===== config.mk =====
export PLATFORM = sky130hd
export DESIGN_NAME = tod_pps_gen
export DESIGN_NICKNAME = d
export VERILOG_FILES = /design/src/rtl/tod_pps_gen.sv
export SDC_FILE = /design/constraint.sdc
export NUM_CORES = 1
export LEC_CHECK = 0
export CORE_ASPECT_RATIO = 1.5
export CORE_MARGIN = 2
export CORE_UTILIZATION = 50
export CTS_CLUSTER_DIAMETER = 80
export DETAILED_ROUTE_END_ITERATION = 10
export DONT_BUFFER_PORTS = 1
export HOLD_SLACK_MARGIN = 0.06
export PLACE_DENSITY = 0.71
export SYNTH_ARGS = -nofsm -noshare
export SYNTH_HDL_FRONTEND = slang
export SYNTH_SLANG_ARGS = --single-unit

===== constraint.sdc =====
create_clock -name clk -period 6.97 [get_ports clk]
set_input_delay 0.697 -clock clk [delete_from_list [all_inputs] [get_ports clk]]
set_output_delay 0.697 -clock clk [all_outputs]
set_load 0.02 [all_outputs]

===== src/rtl/tod_pps_gen.sv =====
// tod_pps_gen: 1PPS generator and one-shot time-of-day trigger driven by the
// RTC ns/sec outputs. Everything runs on the RTC clock; all comparisons use a
// registered copy of the input time so both FSMs see the same instant.
module tod_pps_gen #(
  parameter int unsigned NS_PER_SEC    = 1_000_000_000,
  parameter int unsigned PPS_WIDTH_DEF = 500_000_000
) (
  input  logic        clk,
  input  logic        rst_n,
  input  logic [31:0] time_ns,
  input  logic [47:0] time_sec,
  input  logic        pps_en,
  input  logic [31:0] pps_width,
  input  logic        trig_arm,
  input  logic        trig_disarm,
  input  logic [47:0] trig_sec,
  input  logic [31:0] trig_ns,
  output logic        pps_out,
  output logic [31:0] pps_cnt,
  output logic [47:0] pps_ts_sec,
  output logic        trig_armed,
  output logic        trig_out,
  output logic        trig_late,
  output logic        trig_err
);

  localparam logic [31:0] NS_LIM = 32'(NS_PER_SEC);
  localparam logic [31:0] DEF_W  = 32'(PPS_WIDTH_DEF);

  typedef enum logic {PPS_IDLE, PPS_HIGH} pps_state_t;
  typedef enum logic {TRG_DISARMED, TRG_ARMED} trg_state_t;

  logic [31:0] t_ns;
  logic [47:0] t_sec;
  logic [47:0] sec_prev;
  logic        loaded;
  logic        valid;
  logic        boundary;
  logic [79:0] cur;
  logic [79:0] new_tgt;
  logic [79:0] tgt;
  logic [31:0] width_eff;

  pps_state_t pps_st, pps_nxt;
  logic       pps_rise;
  trg_state_t trg_st, trg_nxt;
  logic       tgt_ld, fire, late, err;

  // Stage-1 time capture. valid trails the first load by one edge so the
  // jump from the reset value to the first real seconds value is not taken
  // as a boundary; only the next seconds change is.
  always_ff @(posedge clk or negedge rst_n) begin
    if (!rst_n) begin
      t_ns     <= '0;
      t_sec    <= '0;
      sec_prev <= '0;
      loaded   <= 1'b0;
      valid    <= 1'b0;
    end else begin
      t_ns     <= time_ns;
      t_sec    <= time_sec;
      sec_prev <= t_sec;
      loaded   <= 1'b1;
      valid    <= loaded;
    end
  end

  assign boundary  = valid && (t_sec != sec_prev);
  assign cur       = {t_sec, t_ns};
  assign new_tgt   = {trig_sec, trig_ns};
  assign width_eff = (pps_width < NS_LIM) ? pps_width : DEF_W;

  // PPS next state: a boundary (re)starts the pulse, width or disable ends it.
  always_comb begin
    pps_nxt  = pps_st;
    pps_rise = 1'b0;
    case (pps_st)
      PPS_IDLE: begin
        if (boundary && pps_en) begin
          pps_nxt  = PPS_HIGH;
          pps_rise = 1'b1;
        end
      end
      PPS_HIGH: begin
        if (!pps_en)             pps_nxt  = PPS_IDLE;
        else if (boundary)       pps_rise = 1'b1;
        else if (t_ns >= width_eff) pps_nxt = PPS_IDLE;
      end
      default: pps_nxt = PPS_IDLE;
    endcase
  end

  // PPS state, edge counter and seconds timestamp.
  always_ff @(posedge clk or negedge rst_n) begin
    if (!rst_n) begin
      pps_st     <= PPS_IDLE;
      pps_cnt    <= '0;
      pps_ts_sec <= '0;
    end else begin
      pps_st <= pps_nxt;
      if (pps_rise) begin
        pps_cnt    <= pps_cnt + 32'd1;
        pps_ts_sec <= t_sec;
      end
    end
  end

  assign pps_out = (pps_st == PPS_HIGH);

  // Trigger next state. Priority: disarm, then arm (re-evaluated even when
  // already armed), then firing on reaching the target.
  always_comb begin
    trg_nxt = trg_st;
    tgt_ld  = 1'b0;
    fire    = 1'b0;
    late    = 1'b0;
    err     = 1'b0;
    if (trig_disarm) begin
      trg_nxt = TRG_DISARMED;
    end else if (trig_arm) begin
      if (trig_ns >= NS_LIM) begin
        err     = 1'b1;
        trg_nxt = TRG_DISARMED;
      end else if (new_tgt <= cur) begin
        late    = 1'b1;
        trg_nxt = TRG_DISARMED;
      end else begin
        tgt_ld  = 1'b1;
        trg_nxt = TRG_ARMED;
      end
    end else if ((trg_st == TRG_ARMED) && (cur >= tgt)) begin
      fire    = 1'b1;
      trg_nxt = TRG_DISARMED;
    end
  end

  // Trigger state, captured target and registered status pulses.
  always_ff @(posedge clk or negedge rst_n) begin
    if (!rst_n) begin
      trg_st    <= TRG_DISARMED;
      tgt       <= '0;
      trig_out  <= 1'b0;
      trig_late <= 1'b0;
      trig_err  <= 1'b0;
    end else begin
      trg_st    <= trg_nxt;
      trig_out  <= fire;
      trig_late <= late;
      trig_err  <= err;
      if (tgt_ld) tgt <= new_tgt;
    end
  end

  assign trig_armed = (trg_st == TRG_ARMED);

endmodule


==> impl_metrics.yaml <==
status:
  status: "finished with violations"
  violations: "negative hold slack"
placement:
  port_buffers: 0
  hpwlAfterDp_um: 28100
  gp_congestion: 0.928
  pre_cts_ws_ns: 2.90
grt:
  overflow: 0
  grt_max_degree: 296
  gr-usage-all-layers_pct: 23.1
  antenna_found_initial: 7
  grt_pass1_wl_um: 57200
  first_global_vias: 10663
critical_path:
  worstReg2RegEnd: "tgt[55]$_DFFE_PN0P_"
  rr_worst_depth: 10
  required_ns: 7.40
  crit_type: "reg2reg"
  critPathMaxFanout: 49
  cp-end-kind: "flop"
  arrival_ns: 4.23
  critPathLaunchType: "flop"
  reg2reg_setup_slack_ns: 3.16
  timing.rr.start: "t_sec[5]$_DFF_PN0_"
yosys:
  yosysWarnings: 0
  yosys_most_used_dff: "dfrtp_1"
  synthCells: 1318
  yosysMostFrequentCell: "dfrtp_1"
  synth_top_cell_area_share_pct: 48.7
  yosysSeqAreaShare_pct: 48.7
  synth.avg_cell_area_um2: 11.5
  netlist_area_um2: 15200
  ys_seq_elements: 295
  synth_area_leader_cell: "dfrtp_1"
  yosysUniqueCellTypes: 52
  synth_area_leaders: "dfrtp_1 (49%), ha_1 (16%), mux2_2 (7.9%)"
  synthArstFlopShare_pct: 100
  synthTopCellsByCount: "dfrtp_1 (295), ha_1 (193), inv_1 (171), mux2_2 (106), a21oi_1 (69)"
  synth_edf_count: 0
finish:
  final_core_util_pct: 55.1
  area_delta_synth_final_pct: 9.33
  nets: 1727
  drive_above_1_share_pct: 13.0
floorplan:
  io_pins: 282
  dieWidth_um: 146
  row_count: 78
  die_area_um2: 31700
  start_util_pct: 50.4
  core_um2: 30100
  fp.dieH_um: 217
route:
  dr.pass1.iters: 4
  wl_um: 36800
  avgRoutedWirePerCell_um: 20.8
  detail_route.vias_per_cell: 5.61
  vias: 9906
  first_iter_violations: 330
  drc_errors: 0
  route.antenna.remaining_nets: 0
timing:
  rsz0062_at_grt: "false"
  fin_crit_sh_pct: 54.6
  clock.fmax_mhz: 263
  fin_tns_setup_ns: 0
  worst_slew_pin_slew_ns: 0.861
  post-route-min-period_ns: 3.81
  setup_viol_count_final: 0
  clock_skew_ns: 0.0248
  finalWorstSetupSlack_ns: 3.16
  holdWs_ns: -0.158
  drv_slew: 0
  final-hold-violation-count: 295
  slew_headroom_pct: 42.1
clock_network:
  root_buffer: "clkbuf_16"
  cts-buffers-inserted: 29
  cts.sinks: 295
  cts_tree: "done"
  htreeDepth: 1
  clockBufferDepth: 3
  cts.repair.resized: 0
  cts_setup_buffers: 0
  insertion_delay_ns: 0.57
  cts.clk_slew.worst_paths_ns: 0.06
power:
  leakagePower_uw: 0.00793
  ir_drop_mv: 0.236
  power_density_nw_per_um2: 275
hold_path:
  hp-class: "in2async"
job:
  cap_viol_max_count: 0
## flip-flops by register name, indices dropped and copies added, names as in the netlist
signal,count
loaded,1
valid,1
trig_out,1
trig_late,1
sec_prev,48
pps_cnt,32
t_sec,48
trig_err,1
pps_ts_sec,48
trig_armed,1
pps_out,1
t_ns,32
tgt,80
## cells by family (layout without fill, tap and decap cells)
kind of cell / after synthesis / count (layout) / synth area share [%]
other: 1 / 11 / 0.0247
buffers and inverters: 191 / 230 / 5.13
xor gates and xnor gates: 79 / 79 / 4.57
DFF: 295 / 295 / 48.7
muxes: 127 / 127 / 9.69
and+or+nand+nor: 260 / 260 / 8.73
adders and majority gates: 193 / 193 / 15.9
AOI/OAI and AO/OA: 172 / 172 / 7.21
## cell type report
type | count | area (um^2)
Antenna cell | 8 | 20.0
Clock buffer | 38 | 790
Clock inverter | 15 | 171
Fill cell | 2609 | 13500
Inverter | 171 | 642
Multi-Input combinational cell | 834 | 7020
Sequential cell | 295 | 7380
Tap cell | 400 | 500
Timing Repair Buffer | 6 | 45.0
## worst max path at each step
stage,from,endpoint,slack (ns),depth (start not counted)
after floorplan,pps_width[10],pps_out$_DFF_PN0_,3.46,16
after global placement,trig_sec[45],tgt[71]$_DFFE_PN0P_,2.97,8
after detailed placement,trig_sec[43],tgt[67]$_DFFE_PN0P_,2.90,8
after CTS,t_sec[46]$_DFF_PN0_,tgt[55]$_DFFE_PN0P_,3.03,9
after global routing,t_sec[5]$_DFF_PN0_,tgt[48]$_DFFE_PN0P_,2.96,10
final,t_sec[5]$_DFF_PN0_,tgt[55]$_DFFE_PN0P_,3.16,10
## worst max-delay path, cell delays in order (launching register included)
cell,delay (ns)
dfrtp_1,0.56
inv_1,0.09
ha_1,0.31
nand4_1,0.13
or4_1,0.57
or4b_1,0.58
nor2_1,0.12
a21oi_1,0.12
a31oi_4,0.16
buf_4,0.60
mux2_2,0.41
## layout by cell type, fill, tap and decap left out, drive strengths merged, types with 4 or more instances in the layout
cell type and n:
dfrtp 295, ha 193, inv 172, mux2 127, a21oi 69, xnor2 62
nand2 57, nand3 48, nand4 45, nor2 43, clkbuf 38, o21ai 28
a21o 28, nor3 20, xor2 17, and3 9, diode 8, nor4 8
a211oi 7, clkinv 7, nand2b 6, a221oi 6, and4 6, nor2b 6
buf 6, o211ai 5, a2111oi 4, clkinvlp 4
## metrics by stage
step	total power, uW	cells	area (um^2)
global route	4810	1763	16600
floorplan	2780	1320	15200
finish	4550	1767	16600
detailed placement	3000	1706	15600
global placement	2950	1706	15600
CTS	4610	1759	16500
## where the power goes
| group | switching, uW | internal (uW) | leakage (uW) |
|---|---|---|---|
| logic | 368 | 400 | 0.00391 |
| registers | 252 | 1950 | 0.00356 |
| clock network | 672 | 912 | 0.000461 |
| total | 1290 | 3260 | 0.00793 |
## per-layer routing
metal	up-vias	wire length, um	track usage, %
met3	83	2920	6.60
met5	-	0	0
met4	0	1810	11.4
li1	4622	-	-
met2	327	19200	42.6
met1	4874	12900	23.9
Power figures use the tool's default switching activity.
